**config.mk**
```make
export PLATFORM = sky130hd
export DESIGN_NAME = pipe_ctrl
export DESIGN_NICKNAME = d
export VERILOG_FILES = /design/src/rtl/rv_pipe_pkg.sv /design/src/rtl/fwd_unit.sv /design/src/rtl/pipe_ctrl.sv
export SDC_FILE = /design/constraint.sdc
export NUM_CORES = 1
export LEC_CHECK = 0
export CAP_MARGIN = 40
export CORE_UTILIZATION = 47
export DETAILED_ROUTE_END_ITERATION = 6
export MAX_ROUTING_LAYER = met4
export PLACE_DENSITY = 0.9
export SLEW_MARGIN = 10
export SYNTH_ARGS = -nofsm -noshare
export SYNTH_HDL_FRONTEND = slang
export SYNTH_SLANG_ARGS = --single-unit
```
**constraint.sdc**
```tcl
create_clock -name clk -period 2.6 [get_ports clk]
set_input_delay 0.52 -clock clk [delete_from_list [all_inputs] [get_ports clk]]
set_output_delay 0.52 -clock clk [all_outputs]
set_load 0.01 [all_outputs]
```
**src/rtl/rv_pipe_pkg.sv**
```systemverilog
//==============================================================================
// Module : rv_pipe_pkg
// Brief  : Shared types and constants for the RV32I pipeline control path.
// Rev    : 1.0  initial release
//==============================================================================
`default_nettype none

package rv_pipe_pkg;

  typedef enum logic [1:0] {
    RUN      = 2'd0,
    MEM_WAIT = 2'd1,
    ERROR    = 2'd2
  } pipe_state_e;

  localparam logic [1:0] FWD_RF    = 2'b00;
  localparam logic [1:0] FWD_EXMEM = 2'b01;
  localparam logic [1:0] FWD_MEMWB = 2'b10;

endpackage

`default_nettype wire

```
**src/rtl/fwd_unit.sv**
```systemverilog
//==============================================================================
// Module : fwd_unit
// Brief  : Combinational EX operand forwarding select for one source operand.
// Rev    : 1.0  initial release
//==============================================================================
`default_nettype none

module fwd_unit (
  input  logic [4:0] i_ex_rs,
  input  logic [4:0] i_mem_rd,
  input  logic       i_mem_reg_write,
  input  logic [4:0] i_wb_rd,
  input  logic       i_wb_reg_write,
  output logic [1:0] o_fwd_sel
);
  import rv_pipe_pkg::*;

  // The younger result in MEM shadows WB; x0 is never a forwarding source.
  always_comb begin
    o_fwd_sel = FWD_RF;
    if (i_mem_reg_write && (i_mem_rd != 5'd0) && (i_mem_rd == i_ex_rs)) begin
      o_fwd_sel = FWD_EXMEM;
    end else if (i_wb_reg_write && (i_wb_rd != 5'd0) && (i_wb_rd == i_ex_rs)) begin
      o_fwd_sel = FWD_MEMWB;
    end
  end

endmodule

`default_nettype wire

```
**src/rtl/pipe_ctrl.sv**
```systemverilog
//==============================================================================
// Module : pipe_ctrl
// Brief  : Hazard, forwarding and data-memory wait controller for the 5-stage
//          RV32I pipeline, with stall/flush performance counters.
// Rev    : 1.0  initial release
//==============================================================================
`default_nettype none

module pipe_ctrl #(
  parameter int MAX_WAIT = 16,
  parameter int CNT_W    = 32
) (
  input  logic             clk,
  input  logic             reset,
  input  logic [4:0]       id_rs1,
  input  logic [4:0]       id_rs2,
  input  logic             id_use_rs1,
  input  logic             id_use_rs2,
  input  logic [4:0]       ex_rs1,
  input  logic [4:0]       ex_rs2,
  input  logic [4:0]       ex_rd,
  input  logic             ex_reg_write,
  input  logic             ex_mem_read,
  input  logic             ex_redirect,
  input  logic [4:0]       mem_rd,
  input  logic             mem_reg_write,
  input  logic             mem_req,
  input  logic             mem_ready,
  input  logic [4:0]       wb_rd,
  input  logic             wb_reg_write,
  output logic             pc_write,
  output logic             ifid_write,
  output logic             idex_write,
  output logic             exmem_write,
  output logic             ifid_flush,
  output logic             idex_bubble,
  output logic             memwb_bubble,
  output logic [1:0]       fwd_a,
  output logic [1:0]       fwd_b,
  output logic             mem_err,
  output logic [CNT_W-1:0] stall_cnt,
  output logic [CNT_W-1:0] flush_cnt
);
  import rv_pipe_pkg::*;

  localparam int                  c_WAIT_W    = $clog2(MAX_WAIT + 1);
  localparam logic [c_WAIT_W-1:0] c_WAIT_LAST = c_WAIT_W'(MAX_WAIT - 1);
  localparam logic [c_WAIT_W-1:0] c_WAIT_ONE  = c_WAIT_W'(1);
  localparam logic [CNT_W-1:0]    c_CNT_MAX   = '1;
  localparam logic [CNT_W-1:0]    c_CNT_ONE   = CNT_W'(1);

  pipe_state_e         r_state;
  logic [c_WAIT_W-1:0] r_wait_cnt;
  logic                r_mem_err;
  logic [CNT_W-1:0]    r_stall_cnt;
  logic [CNT_W-1:0]    r_flush_cnt;

  logic w_freeze;
  logic w_lu_hit;
  logic w_redirect;
  logic w_load_use;
  logic w_unused_ex_reg_write;

  // Loads always write a register, so the EX write flag adds nothing here.
  assign w_unused_ex_reg_write = ex_reg_write;

  always_comb begin
    w_freeze = 1'b1;
    case (r_state)
      RUN:      w_freeze = mem_req && !mem_ready;
      MEM_WAIT: w_freeze = !mem_ready;
      default:  w_freeze = 1'b1;
    endcase
  end

  assign w_lu_hit = ex_mem_read && (ex_rd != 5'd0) &&
                    ((id_use_rs1 && (ex_rd == id_rs1)) ||
                     (id_use_rs2 && (ex_rd == id_rs2)));

  // A frozen EX cannot act on its redirect; it is taken once the freeze lifts.
  assign w_redirect = !w_freeze && ex_redirect;
  assign w_load_use = !w_freeze && !ex_redirect && w_lu_hit;

  assign pc_write     = !w_freeze && !w_load_use;
  assign ifid_write   = !w_freeze && !w_load_use;
  assign idex_write   = !w_freeze;
  assign exmem_write  = !w_freeze;
  assign ifid_flush   = w_redirect;
  assign idex_bubble  = w_redirect || w_load_use;
  assign memwb_bubble = w_freeze;
  assign mem_err      = r_mem_err;
  assign stall_cnt    = r_stall_cnt;
  assign flush_cnt    = r_flush_cnt;

  fwd_unit u_fwd_a (
    .i_ex_rs         (ex_rs1),
    .i_mem_rd        (mem_rd),
    .i_mem_reg_write (mem_reg_write),
    .i_wb_rd         (wb_rd),
    .i_wb_reg_write  (wb_reg_write),
    .o_fwd_sel       (fwd_a)
  );

  fwd_unit u_fwd_b (
    .i_ex_rs         (ex_rs2),
    .i_mem_rd        (mem_rd),
    .i_mem_reg_write (mem_reg_write),
    .i_wb_rd         (wb_rd),
    .i_wb_reg_write  (wb_reg_write),
    .o_fwd_sel       (fwd_b)
  );

  always_ff @(posedge clk or negedge reset) begin
    if (!reset) begin
      r_state    <= RUN;
      r_wait_cnt <= '0;
      r_mem_err  <= 1'b0;
    end else begin
      case (r_state)
        RUN: begin
          r_wait_cnt <= '0;
          if (mem_req && !mem_ready) begin
            r_state <= MEM_WAIT;
          end
        end
        MEM_WAIT: begin
          if (mem_ready) begin
            r_state    <= RUN;
            r_wait_cnt <= '0;
          end else if (r_wait_cnt == c_WAIT_LAST) begin
            r_state   <= ERROR;
            r_mem_err <= 1'b1;
          end else begin
            r_wait_cnt <= r_wait_cnt + c_WAIT_ONE;
          end
        end
        ERROR: begin
          r_mem_err <= 1'b1;
        end
        default: begin
          r_state <= RUN;
        end
      endcase
    end
  end

  always_ff @(posedge clk or negedge reset) begin
    if (!reset) begin
      r_stall_cnt <= '0;
      r_flush_cnt <= '0;
    end else begin
      if ((w_freeze || w_load_use) && (r_stall_cnt != c_CNT_MAX)) begin
        r_stall_cnt <= r_stall_cnt + c_CNT_ONE;
      end
      if (w_redirect && (r_flush_cnt != c_CNT_MAX)) begin
        r_flush_cnt <= r_flush_cnt + c_CNT_ONE;
      end
    end
  end

endmodule

`default_nettype wire

```
# Yosys cells after proc, flatten, opt, wreduce, memory -nomap -nowiden
# Cells that the tools add are included.
# op_classes
bitwise_logic	1
mux	15
n_reduce_logical	33
addsub	3
eq_ne	16
# op_table
operator	count
32-bit by 1-bit adder with 32-bit output (second input constant)	2
32-bit != test (second input constant)	2
5-bit equality test	6
1-bit logical AND	17
5-bit nonzero test	3
2-bit two-way mux	7
5-bit two-way mux	2
5-bit one-hot mux with 2 select lines	1
2-bit != test (second input constant)	3
3-bit != test (second input constant)	2
2-bit one-hot mux with 3 select lines	1
3-bit AND reduction	2
5-bit by 1-bit adder with 5-bit output (second input constant)	1
5-bit by 4-bit equality test with 1-bit output (second input constant)	1
1-bit logical NOT	4
1-bit one-hot mux with 2 select lines	2
2-bit nonzero test	2
1-bit logical OR	3
2-bit by 1-bit equality test with 1-bit output (second input constant)	1
2-bit equality test (second input constant)	1
2-bit logical NOT	1
1-bit two-way mux	2
2-bit AND reduction	1
1-bit NOT	1
# totals
word_cells	73
output_inout_bits	76
register_bits	72
inputBits	46

# Logic depth before layout (Yosys ltp)
# Gate-level depths: netlist of the first run.
# logic_depth
depth_word	8
depth_mapped	8
depth_no_buf	8

# Cells and area by module
# From an unflattened synthesis of the first run, not the netlist that was laid out.
# unflattened
cells_unflattened	408
area_unflattened_um2	4088.9
# by_module_without_submodules
mod	seq_area_each_um2	n_inst	cells_each	area_each_um2
pipe_ctrl	1801.7	1	368	3786.1
fwd_unit	0.0	2	20	151.4

# Worst setup path before layout of the first run
# OpenSTA, ideal clock, no wires.
# synth_path
path_type	input to output
startpoint	input port mem_rd[0]
endpoint	output port fwd_a[1]
t_required_ps	2080
slack_ps	267
t_arrival_ps	1813
path_buffers	0
cell_stages	4
cell_sequence	or4_1 o21ai_0 nor4_1 nor4_1
# synth_via
elab_chain_cells	4
elab_cells_between_ends	5
classes_between	eq/ne (1); mux (1); reduce/logical (3)
# synth_rtl
element	line	rtl
start: declaration	pipe_ctrl.sv:25	input logic [4:0] mem_rd,
5-bit nonzero test	fwd_unit.sv:21	if (i_mem_reg_write && (i_mem_rd != 5'd0) && (i_mem_rd == i_ex_rs)) begin
1-bit logical AND	fwd_unit.sv:21	
1-bit logical AND *	fwd_unit.sv:21	
2-bit two-way mux *	fwd_unit.sv:21	
end: declaration	pipe_ctrl.sv:38	output logic [1:0] fwd_a,
# Every way passes the cells marked *; elsewhere a longest branch is shown, timed or not.

# Worst setup path after layout of the first run
# layout_path
startpoint	input port wb_rd[2]
endpoint	output port fwd_b[1]
# layout_via
elab_chain_cells	5
elab_cells_between_ends	6
classes_between	eq/ne (1); mux (2); reduce/logical (3)
# layout_rtl
element	line	rtl
start: declaration	pipe_ctrl.sv:29	input logic [4:0] wb_rd,
5-bit nonzero test	fwd_unit.sv:23	end else if (i_wb_reg_write && (i_wb_rd != 5'd0) && (i_wb_rd == i_ex_rs)) begin
1-bit logical AND	fwd_unit.sv:23	
1-bit logical AND *	fwd_unit.sv:23	
2-bit two-way mux *	fwd_unit.sv:23	
2-bit two-way mux *	fwd_unit.sv:21	
end: declaration	pipe_ctrl.sv:39	output logic [1:0] fwd_b,
# Marks and branches as above.

==> run summary, run 1 <==
status -> finished clean
post-synthesis simple-gate area fraction -> 22.4%
Clock Root Buffer -> clkbuf_8
Crit. End Element -> output port
Fill cells -> 558
Core Area -> 0.00777 sq mm
antenna violations before repair -> 0
clock skew -> 0.0118 ns
LEAKAGE -> 2.34 nW
Final Cycle Share -> 98.5%
largest net degree at the start of global routing -> 73
Wirelength per Cell -> 15.2 um
sequential element share of the synthesized area -> 47.7%
RD Place Congestion -> 0.877
flops & latches, synth -> 72
final net count -> 570
# DRC -> 0
Cell variety after synth -> 41
cell area after synthesis -> 0.00378 sq mm
DIE HEIGHT -> 91.7 um
most frequent cells in the layout -> clkdlybuf4s50_1 (92), dfrtp_1 (72), xnor2_1 (65), nand4_1 (32), nand2_1 (31)
DR pass1 iterations -> 4
xor/xnor share of the synthesized area -> 21.3%
Worst Setup Start Kind -> primary input
Max Clk Rate -> 0.391 GHz
min-delay worst type -> in2async
worst slew pin tran -> 0.652 ns
Die Wd -> 91.7 um
post-synthesis mux area share -> 0.596%
worst-case clock buffer depth -> 2
total grt overflow -> 0
DIE AREA -> 0.00840 sq mm
Seq. cell area -> 0.00180 sq mm
total wire length -> 9550 um
TritonCTS buffer count -> 9
Syn-to-layout area delta -> 46.2%
DR iter-0 viols -> 107
RSZ-0062 raised after global routing -> true
# clock sinks -> 72
Place WS -> -0.672 ns
commonest register cell after synthesis -> dfrtp_1
largest fanout on the critical path -> 2
Initial Util -> 48.6%
Gate Count Post-Synth -> 365
Worst VDD drop -> 0.419 mV
post-placement cell area -> 0.00530 sq mm
post-detail-place hpwl -> 7060 um
slew margin rel. -> 56.5%
Multi-input gate area -> 0.00195 sq mm
total track usage -> 24.1%
WP data arrival -> 2.04 ns
Hold Fails Final Rpt -> 0
Synth Area in Compound Gates -> 4.50%
row count -> 32
fin util -> 71.1%
count of final setup violators -> 0
Post-Synth Adder-Cell Area -> 1.32%
clock-pin slew on the worst setup and hold paths -> 0.08 ns
post-cts hold buffer count -> 0
Power Density -> 508 mW/mm^2
Tmin final -> 2.56 ns
H-tree Lvls -> 3
global-route wire length before repair -> 15,500 um
Avg Synthesized Cell Area -> 10.3 sq um
maxcap violations -> 0
syn_nets -> 415
post-route cell area -> 0.00552 sq mm
largest family of logic cells by synthesized area -> simple AND/OR/NAND/NOR gates
Vias/cell -> 5.35
Async S/R FF share, synth -> 100%
clk_lat worst skew -> 0.35 ns
CTS tree -> yes
Post-synth EDFFs -> 0
fin. max-slew vios -> 0
IO Count -> 122
vias in the first global route -> 3,313
commonest non-fill, non-tap cell in the layout -> clkdlybuf4s50_1
Worst Path Required -> 2.08 ns
yosys warns -> 0
layout cell share with drive strength beyond 1 -> 14.3%
via count -> 3,354
Setup WS post-layout -> 0.0399 ns
DRT antenna net count -> 0
n_diodes -> 0
Buffers on Ports -> 120
kind of critical path -> in2out
==> synth_stat cells, drive strengths merged, types with 3 or more instances <==
cell   number  area [sq um]
dfrtp      72          1800
nand2      31           116
o21ai      12          60.1
buf         5          32.5
xnor2      65           569
and4        3          26.3
nor3        3          15.0
nor2       24          90.1
inv        11          41.3
nand4      33           213
nor4        5          46.3
or4         4          30.0
a21oi       4          23.8
ha          4          50.1
and2        3          18.8
nand3      25           130
and3       13          88.8
xor2       27           236
==> stage by stage <==
| step | instances | power [mW] | TNS [ns] | hold slack, ns |
|---|---|---|---|---|
| 2_1_floorplan | 365 | 1.62 | 0 | 0.224 |
| 3_3_place_gp | 608 | 2.02 | -3.27 | 0.472 |
| 3_5_place_dp | 608 | 2.04 | -3.73 | 0.473 |
| 4_1_cts | 626 | 2.83 | 0 | 0.202 |
| 5_1_grt | 627 | 2.94 | -0.0139 | 0.207 |
| 6_report | 627 | 2.81 | 0 | 0.191 |
==> kinds of logic after synthesis <==
logic type | Yosys count
muxes | 2
adders and majority gates | 4
buffers and inverters | 18
xor gates and xnor gates | 92
AOI/OAI and AO/OA | 23
and+or+nand+nor | 154
DFF | 72
==> routing by layer <==
metal	routed length (um)	up-vias	global-route usage, %
met5	0	-	-
met4	68	0	6.22
met3	514	10	4.73
met2	4950	125	41.1
met1	4020	1626	29.4
li1	-	1593	-
==> worst max-delay path, stage by stage <==
cell and delay, ns:
dlygate4sd2_1 0.25, buf_6 0.12, xor2_1 0.14, or4_1 0.54, nor4_1 0.29, buf_2 0.18
==> final cells by class <==
| class | count | area share (%) |
|---|---|---|
| inverters | 11 | 0.748 |
| repair buffers | 151 | 25.8 |
| multi-input cells | 275 | 35.4 |
| flip-flops and latches | 72 | 32.6 |
| well taps | 102 | 2.31 |
| clock buffers | 10 | 2.31 |
| clock inverters | 6 | 0.793 |
==> path summary, 6_finish.rpt <==
kind | slack [ns] | depth (start not counted) | to | from
hold reg to reg | 0.48 | 2 | r_wait_cnt[4] | r_wait_cnt[4]
hold / removal | 0.19 | 2 | stall_cnt[5] | reset
setup reg to reg | 0.42 | 7 | stall_cnt[27] | stall_cnt[4]
min in group clk | 0.48 | 2 | r_wait_cnt[4] | r_wait_cnt[4]
setup / recovery | 0.04 | 6 | fwd_b[1] | wb_rd[2]
max in group asynchronous | 2.10 | 2 | flush_cnt[1] | reset
==> power by group <==
| part | total (mW) | internal (mW) | switching [mW] |
|---|---|---|---|
| sequential | 1.35 | 1.22 | 0.136 |
| clock | 0.781 | 0.350 | 0.431 |
| combinational | 0.672 | 0.389 | 0.284 |
==> what timing repair did <==
| action | 4_1_cts | 5_1_grt |
|---|---|---|
| setup endpoints to repair | 7 | 5 |
| gates resized for setup | 58 | 7 |
| gates cloned | 0 | 0 |
| buffers inserted | 2 | 1 |
| pin swaps | 10 | 6 |
==> sequential cells by signal, indices dropped and copies added (netlist names) <==
register / cells
flush_cnt: 32
r_wait_cnt: 5
stall_cnt: 32
mem_err: 1
r_state: 2
(Power assumes the default switching activity.)
==> run 2: changes to the inputs <==
==> constraint.sdc (replaced) <==
create_clock -name clk -period 2.9 [get_ports clk]
set_input_delay 0.58 -clock clk [delete_from_list [all_inputs] [get_ports clk]]
set_output_delay 0.58 -clock clk [all_outputs]
set_load 0.01 [all_outputs]
==> run 2 against run 1 <==
The run now ends with setup timing left. Total power fell by 4.4%. Design area rose by 0.59%. Register-to-register slack improved by 0.27 ns. Clock power rose by 12%. Cell count fell by 1.1%. Die area did not move. Non-clock buffer count fell by 7. Routed wire length rose by 4.1%. Critical path type unchanged. Critical endpoint is now fwd_a[1]. Largest cell class unchanged.
==> run summary, run 2 (synthesized netlist as in run 1, its figures left out) <==
Buffers on Ports -> 120 (unchanged)
DR pass1 iterations -> 4 (unchanged)
post-placement cell area -> 0.00525 sq mm (-0.85%)
post-detail-place hpwl -> 7470 um (+5.8%)
commonest non-fill, non-tap cell in the layout -> clkdlybuf4s50_1
total track usage -> 25.3% (+1.2 points)
# DRC -> 0 (unchanged)
IO Count -> 122 (unchanged)
CTS tree -> yes
vias in the first global route -> 3,392 (+2.4%)
antenna violations before repair -> 0 (unchanged)
M1 wire length -> 4130 um (+2.7%)
Vias/cell -> 5.45 (+1.9%)
H-tree Lvls -> 3 (unchanged)
Final Cycle Share -> 101%
reg-to-reg endpoint -> stall_cnt[29]
Max Clk Rate -> 0.342 GHz
count of final setup violators -> 1 (+1)
Syn-to-layout area delta -> 47.1%
failing checks -> setup timing
r2r worst-path depth -> 7 (unchanged)
slew margin rel. -> 57.5% (+1.0 points)
crit-path max cell delay -> 0.58 ns (+0.04 ns)
RSZ-0062 raised after global routing -> true
min-delay worst type -> in2async
crit path cell chain -> clkdlybuf4s50_1 > or4_4 > o21ai_4 > buf_4 > nor4_2 > nor4_2 > buf_2
Crit. End Element -> output port
Core Area -> 0.00777 sq mm (unchanged)
Hold Fails Final Rpt -> 0 (unchanged)
Power Density -> 483 mW/mm^2 (-5.0%)
DIE HEIGHT -> 91.7 um (unchanged)
clock skew -> 0.00465 ns (-0.00714 ns)
met3 wire len -> 441 um (-14%)
Initial Util -> 48.6% (unchanged)
most frequent cells in the layout -> clkdlybuf4s50_1 (108), dfrtp_1 (72), xnor2_1 (64), nand4_1 (32), nand2_1 (31)
TritonCTS buffer count -> 9 (unchanged)
DIE AREA -> 0.00840 sq mm (unchanged)
Setup crit end -> fwd_a[1]
Worst Path Required -> 2.32 ns (+0.24 ns)
via count -> 3,381 (+0.81%)
kind of critical path -> in2out
status -> finished, violations left
total wire length -> 9940 um (+4.1%)
Clock Root Buffer -> clkbuf_8
final net count -> 563 (-1.2%)
reg-to-reg critical path startpoint -> stall_cnt[9]
Highest Signal Layer -> met4
global-route wire length before repair -> 16,100 um (+3.8%)
post-route cell area -> 0.00556 sq mm (+0.59%)
maxcap violations -> 0 (unchanged)
# clock sinks -> 72 (unchanged)
row count -> 32 (unchanged)
largest net degree at the start of global routing -> 32 (-56%)
post-cts hold buffer count -> 0 (unchanged)
largest fanout on the critical path -> 2 (unchanged)
clk_lat worst skew -> 0.33 ns (-0.02 ns)
Final TNS setup -> -0.0205 ns (-0.0205 ns)
CP Launch Point -> mem_rd[0]
most used cell, CP -> nor4_2
Wirelength per Cell -> 16.0 um (+5.3%)
fin. max-slew vios -> 0 (unchanged)
Worst VDD drop -> 0.439 mV (+4.7%)
layout cell share with drive strength beyond 1 -> 13.3% (-0.97 points)
n_diodes -> 0 (unchanged)
critical path's slowest cell -> or4_4
clock-pin slew on the worst setup and hold paths -> 0.08 ns (about the same)
met2 routed WL -> 5240 um (+5.9%)
RD Place Congestion -> 0.896 (+2.2%)
Worst Setup Start Kind -> primary input
total grt overflow -> 0 (unchanged)
Worst R2R Setup Slack -> 0.69 ns (+0.27 ns)
Tmin final -> 2.92 ns
worst-case clock buffer depth -> 2 (unchanged)
WP data arrival -> 2.34 ns (+0.30 ns)
worst slew pin tran -> 0.636 ns (-0.0155 ns)
Die Wd -> 91.7 um (unchanged)
LEAKAGE -> 2.32 nW (-1.0%)
Setup WS post-layout -> -0.0205 ns (-0.0604 ns)
DRT antenna net count -> 0 (unchanged)
DR iter-0 viols -> 124 (+16%)
-- run 2: cell types whose count changed in the layout (fill, tap and decap cells not counted), moves of 2 or more --
cell	change
buf_4	-3
buf_6	-3
dlygate4sd2_1	-13
bufinv_16	+2
buf_2	-3
clkdlybuf4s50_1	+16
clkdlybuf4s15_1	-2
-- run 2: metrics by stage --
| stage | setup slack, ns | cells | util [%] | hold WS (ns) | power [mW] |
|---|---|---|---|---|---|
| final | -0.0205 | 620 | 71.5 | 0.225 | 2.68 |
| after global routing | -0.0650 | 620 | 71.5 | 0.245 | 2.82 |
| after CTS | -0.124 | 619 | 70.7 | 0.230 | 2.70 |
| after detailed placement | -0.508 | 602 | 67.6 | 0.476 | 1.81 |
| after global placement | -0.439 | 602 | 67.6 | 0.468 | 1.79 |
| after floorplan | 0.447 | 365 | - | 0.284 | 1.45 |
-- run 2: metal layers --
| metal | vias up | track usage (%) |
|---|---|---|
| met1 | 1675 | 29.5 |
| met3 | 14 | 4.23 |
| li1 | 1569 | - |
| met2 | 123 | 44.3 |
| met5 | - | - |
| met4 | 0 | 8.33 |
-- run 2: how the worst min path moves through the flow --
stage	cells past startpoint	to	from	slack (ns)
after detailed placement	2	r_wait_cnt[4]	r_wait_cnt[4]	0.48
after CTS	1	r_wait_cnt[2]	reset	0.23
after global placement	2	r_wait_cnt[4]	r_wait_cnt[4]	0.47
after global routing	1	r_wait_cnt[2]	reset	0.24
final	1	r_wait_cnt[2]	reset	0.22
after floorplan	0	flush_cnt[0]	reset	0.28
-- run 2: where the power goes --
group | internal (mW) | switching (mW)
Clock | 0.486 | 0.388
Combinational | 0.345 | 0.251
Sequential | 1.09 | 0.123
Total | 1.92 | 0.762
-- run 2: critical path, delay by kind of cell --
kind            cells  cell delay, ns
compound gates      1            0.19
buf+inv             3            0.77
simple gates        3            0.80
-- run 2: area by class of cell --
cell class / instances / area, sq um
clock buffer: 9 / 124
clock inverter: 7 / 95.1
fill: 530 / 2210
inverter: 11 / 41.3
multi-input combinational: 275 / 1970
sequential: 72 / 1800
tap: 102 / 128
timing repair buffer: 144 / 1390
-- run 2: repair_timing --
action | in CTS | in global routing
endpoints found under the hold margin | 0 | 0
resized for setup | 17 | 16
setup endpoints to repair | 7 | 4
cloned | 0 | 0
pin swaps | 4 | 8
setup buffers | 1 | 1
